### src/rtl/accum5.sv
// accum5: 4-bit registered ALU/accumulator slice.
// Sixteen ops on a/b (or on the registered r); result and flag registered.
module accum5 (
    output logic [3:0] r,
    output logic       of,
    input  logic [3:0] a,
    input  logic [3:0] b,
    input  logic       cin,
    input  logic [3:0] m,
    input  logic       Clk,
    input  logic       nReset
);

    typedef enum logic [3:0] {
        OP_ADD  = 4'd0,
        OP_SUB  = 4'd1,
        OP_CMP  = 4'd2,
        OP_AND  = 4'd3,
        OP_OR   = 4'd4,
        OP_XOR  = 4'd5,
        OP_NOT  = 4'd6,
        OP_PASS = 4'd7,
        OP_ACCA = 4'd8,
        OP_ACCS = 4'd9,
        OP_SHL  = 4'd10,
        OP_SHR  = 4'd11,
        OP_INC  = 4'd12,
        OP_DEC  = 4'd13,
        OP_HOLD = 4'd14,
        OP_CLR  = 4'd15
    } op_t;

    op_t        op;
    logic [4:0] ea;
    logic [4:0] eb;
    logic [4:0] er;
    logic [4:0] ec;
    logic [4:0] nxt;

    assign op = op_t'(m);
    assign ea = {1'b0, a};
    assign eb = {1'b0, b};
    assign er = {1'b0, r};
    assign ec = {4'b0, cin};

    // nxt = {of_next, r_next}; bit 4 of a 5-bit sum/difference is carry/borrow
    always_comb begin
        nxt = 5'b0;
        unique case (op)
            OP_ADD:  nxt = ea + eb + ec;
            OP_SUB:  nxt = ea - eb - ec;
            OP_CMP:  nxt = {2'b0, a < b, a > b, a == b};
            OP_AND:  nxt = {1'b0, a & b};
            OP_OR:   nxt = {1'b0, a | b};
            OP_XOR:  nxt = {1'b0, a ^ b};
            OP_NOT:  nxt = {1'b0, ~a};
            OP_PASS: nxt = {1'b0, a};
            OP_ACCA: nxt = er + ea + ec;
            OP_ACCS: nxt = er - ea - ec;
            OP_SHL:  nxt = {a[3], a[2:0], cin};
            OP_SHR:  nxt = {a[0], cin, a[3:1]};
            OP_INC:  nxt = ea + 5'd1;
            OP_DEC:  nxt = ea - 5'd1;
            OP_HOLD: nxt = {of, r};
            OP_CLR:  nxt = 5'b0;
            default: nxt = 5'b0;
        endcase
    end

    always_ff @(posedge Clk or negedge nReset) begin
        if (!nReset) begin
            r  <= 4'b0;
            of <= 1'b0;
        end else begin
            r  <= nxt[3:0];
            of <= nxt[4];
        end
    end

endmodule

### config.mk
export PLATFORM = sky130hd
export DESIGN_NAME = accum5
export DESIGN_NICKNAME = d
export VERILOG_FILES = /design/src/rtl/accum5.sv
export SDC_FILE = /design/constraint.sdc
export NUM_CORES = 1
export LEC_CHECK = 0
export ABC_CLOCK_PERIOD_IN_PS = 3310
export BUFFER_PORTS_ARGS = -buffer_cell sky130_fd_sc_hd__buf_2
export CAP_MARGIN = 20
export CORE_MARGIN = 5
export CORE_UTILIZATION = 30
export DETAILED_ROUTE_END_ITERATION = 12
export MAX_ROUTING_LAYER = met4
export PLACE_DENSITY = 0.46
export SYNTH_ARGS = -nofsm -noshare
export SYNTH_HDL_FRONTEND = slang
export SYNTH_SLANG_ARGS = --single-unit
### constraint.sdc
create_clock -name Clk -period 3.31 [get_ports Clk]
set_input_delay 0 -clock Clk [delete_from_list [all_inputs] [get_ports Clk]]
set_output_delay 0 -clock Clk [all_outputs]
set_load 0.01 [all_outputs]
* Word level (Yosys, flattened, before mapping)
Index checks and enable logic that the tools add are counted.
Word-level totals: register bits after elaboration 5, output and inout bits 5, input port bits 15, word-level logic and storage cells 36
Cells by class: order comparisons 2, $add $sub $neg 10, mux-type cells 1, reduce and logical (&&, ||, !) cells 1, equality and inequality tests 16, bitwise logic cells 4
Operators with widths (count):
- case mux 5 bit (15 select lines) | 1
- == test 4 bit, second input constant | 8
- == test 4 x 3 -> 1 bit, second input constant | 4
- adder 4 x 4 -> 5 bit | 2
- adder 5 x 1 -> 5 bit | 2
- subtractor 4 x 4 -> 5 bit | 2
- subtractor 5 x 1 -> 5 bit | 2
- == test 4 x 2 -> 1 bit, second input constant | 2
- adder 4 x 1 -> 5 bit, second input constant | 1
- subtractor 4 x 1 -> 5 bit, second input constant | 1
- AND 4 bit | 1
- == test 4 x 1 -> 1 bit, second input constant | 1
- == test 4 bit | 1
- greater-than comparator 4 bit | 1
- zero test 4 bit | 1
- < comparator 4 bit | 1
- inverter 4 bit | 1
- OR 4 bit | 1
- XOR 4 bit | 1

* Longest topological paths before layout
depth after elaboration 3, depth in mapped cells 12

* Worst setup path before layout
OpenSTA, ideal clock, no wires.
path type register to register, start reg r[0], end reg r[1], stages on the path, launching flop included 11, slack 0.785 ns, clock period less this slack 2.525 ns, data arrival time 2.396 ns, library setup time 0.130 ns, data required time 3.180 ns, path through dfrtp_1 inv_1 fa_1 ha_1 nor2_1 fa_1 o21ai_0 a311oi_1 a31oi_1 nor4_1 a21oi_1
On the way: word-level cells in the longest chain between the ends 3, elaborated cells between the ends (all ways) 5
RTL lines:
- from (decl) | RTL line 4 | output logic [3:0] r,
- from (signal assigned) | RTL line 75 | r <= nxt[3:0];
- subtractor 4 x 4 -> 5 bit / adder 4 x 4 -> 5 bit (equally long branches) | RTL line 59, 58
- subtractor 5 x 1 -> 5 bit / adder 5 x 1 -> 5 bit (equally long branches) | RTL line 59, 58
- case mux 5 bit (15 select lines) (*) | RTL line 49 | unique case (op)
Every way passes the cells marked *; elsewhere a longest branch is shown, timed or not. A chain may end at the register's enable or synchronous reset.

* Worst setup path in the final report
Same ends and word-level chain as after synthesis.

==> results.toml <==
[setup_path]
r2r-end = "r[1]"
worst_path_max_delay_cell = "fa_1"
critPathMaxStageDelay_ps = 480
crit_chain = "inv_1, fa_1, inv_1, ha_1, nor2_1, fa_1, o21ai_0, a311oi_1, a31oi_1, nor4_1, a21oi_1"
end_kind = "flip-flop"
cp.required_ps = 3410
reg2reg_depth = 11
rr_startpoint = "r[0]"
start_kind = "flip-flop"
crit_type = "reg2reg"
worst-path-max-fanout = 4
regToRegSetupSlack_ps = 600
arrival_ps = 2810

[sta]
tns_ps = 0
rsz0062_at_grt = "false"
fin_skew_ps = 2.77
worst_pin_slew_ps = 535
maxSlewViolCount = 0
setup_viol = 0
fin_crit_sh_pct = 82.0
slew-limit-headroom_pct = 64.3
min_period_ps = 2710
finalHoldViolCount = 0
fmax_mhz = 368

[routing]
post_drt_wl_per_cell_um = 17.4
ant_nets = 0
first_pass_iters = 4
vias = 1662
drc = 0
drt_iter0_drc = 170
vias_per_cell = 5.38
routed_wl_um = 5390

[run]
cap_violations = 0

[finish]
fin_util_pct = 34.5
fillers = 622
fin_area_mm2 = 0.00192
diodes = 0
area_growth_pct = 10.3
final_cells = 309
drive_gt1_share_pct = 12.7
finalNetCount = 292

[synthesis]
synth_cells = 222
synth_area_per_cell_um2 = 7.86
synth_seq_cells = 5
syn_nets = 276
async_reset_ff_share_pct = 100
synth_area_mm2 = 0.00174
synth_flop_cell = "dfrtp_1"
ys_seq_area_share_pct = 7.17
synth-edff-count = 0
netlist-cell-type-count = 48
yosys_warnings = 0

[placed_design]
gp_congestion = 0.850
place_hpwl_um = 4240
post_dp_cell_area_mm2 = 0.00187
dp.cells = 304
io_buffers = 19

[global_routing]
grt_start_max_net_pins = 27
grt_usage_pct = 15.6
grt_pass1_vias = 1647
grt-ovfl-total = 0
antenna_found_initial = 0
grt_pass1_wl_um = 8980

[clocking]
cts_made_buffers = 3
clock_path_buffers = 2
cts_tree = "yes"
clkTransAtPathRegs_ps = 40
clock_sinks = 5
postCtsSetupBuffers = 0
htree_levels = 1
cts_root_buf = "clkbuf_8"
clk_latency_ps = 230
cts_resized = 0

[floorplan]
die_area_mm2 = 0.00744
coreArea_mm2 = 0.00557
rows = 27
pin_count = 20
initial_core_util_pct = 31.3
die_x_um = 86.3
dieHeight_um = 86.3

[pwr]
peakVddDrop_mv = 0.211
power_density_mw_per_mm2 = 291
p_leak_nw = 0.918

[run_status]
outcome = "complete, no violations"

[worst_hold_path]
hold_class = "in2async"
critical path: cells and delay by family, from the launching register on:
kind	cells	cell delay, ps
buffers and inverters	2	210
adders and majority gates	3	1100
AOI/OAI and AO/OA	4	540
DFF	1	390
and+or+nand+nor	2	350
kinds of logic after synthesis:
| logic type | share of synthesized area [%] |
|---|---|
| AOI/OAI and AO/OA | 24.1 |
| xor gates and xnor gates | 7.03 |
| adders and majority gates | 31.9 |
| buffers and inverters | 9.76 |
| DFF | 7.17 |
| muxes | 2.30 |
| and+or+nand+nor | 17.8 |
state kept, by name, indices dropped and copies added (netlist names):
register / cells
of: 1
r: 4
power breakdown:
part           internal (W)  switching, W  total (W)
logic              0.000145      0.000210   0.000355
clock network     0.0000831     0.0000346   0.000118
registers         0.0000721     0.0000156  0.0000877
metrics by stage:
step | worst slack, ps | hold WS [ps] | total power [W]
after global routing | 358 | 136 | 0.000617
after CTS | 625 | 129 | 0.000562
after floorplan | 785 | -296 | 0.000336
final | 595 | 127 | 0.000560
after detailed placement | 623 | -170 | 0.000442
after global placement | 660 | -170 | 0.000444
Yosys cell counts, types with 3 or more instances:
library cell	number	area, um^2
xnor2_1	6	52.6
mux2i_1	4	40.0
nor3_1	7	35.0
nor2_1	16	60.1
o22ai_1	4	25.0
inv_1	25	93.8
o21ai_0	10	50.1
a21oi_1	18	90.1
buf_2	4	20.0
buf_4	5	37.5
fa_1	9	180
and3_1	3	18.8
nand2_1	13	48.8
nand3_1	7	35.0
a221oi_1	3	26.3
ha_1	30	375
xor2_1	8	70.1
a31oi_1	4	25.0
dfrtp_1	5	125
cell type report:
type / count / area [um^2] / share of cell area [%]
Clock buffer: 4 / 45.0 / 2.34
Inverter: 27 / 101 / 5.27
Multi-Input combinational cell: 180 / 1450 / 75.3
Sequential cell: 5 / 125 / 6.51
Tap cell: 72 / 90.1 / 4.68
Timing Repair Buffer: 21 / 113 / 5.86
worst max-delay path by stage:
stage          startpoint   end  slack [ps]
6_report             r[0]  r[1]         600
5_1_grt              r[0]  r[1]         360
3_5_place_dp         a[0]  r[1]         620
2_1_floorplan        r[0]  r[1]         780
4_1_cts              r[0]  r[1]         630
3_3_place_gp         a[0]  r[1]         660
per-layer routing:
layer | global-route usage, % | up-vias | part of all wire [%]
met3 | 3.14 | 2 | 7.4
met1 | 22.6 | 792 | 49
met4 | 1.13 | 0 | 0.26
met5 | - | - | 0
met2 | 23.3 | 50 | 44
li1 | - | 818 | -
placed cells by master (no fill, tap or decap), types with 3 or more instances in the layout:
cell type | synthesis | layout
dfrtp_1 | 5 | 5
clkbuf_8 | 0 | 3
mux2i_1 | 4 | 4
buf_2 | 4 | 19
xor2_1 | 8 | 8
ha_1 | 30 | 30
a221oi_1 | 3 | 3
nor2_1 | 16 | 16
o21ai_0 | 10 | 10
a31oi_1 | 4 | 4
nand2_1 | 13 | 13
xnor2_1 | 6 | 6
a21oi_1 | 18 | 18
nor3_1 | 7 | 7
nand3_1 | 7 | 7
o22ai_1 | 4 | 4
fa_1 | 9 | 9
inv_1 | 25 | 25
and3_1 | 3 | 3
repair_timing:
action	CTS	global route
hold endpoints to repair	5	0
endpoints found under the setup margin	0	0
hold buffers	1	0
(Power assumes the default switching activity.)
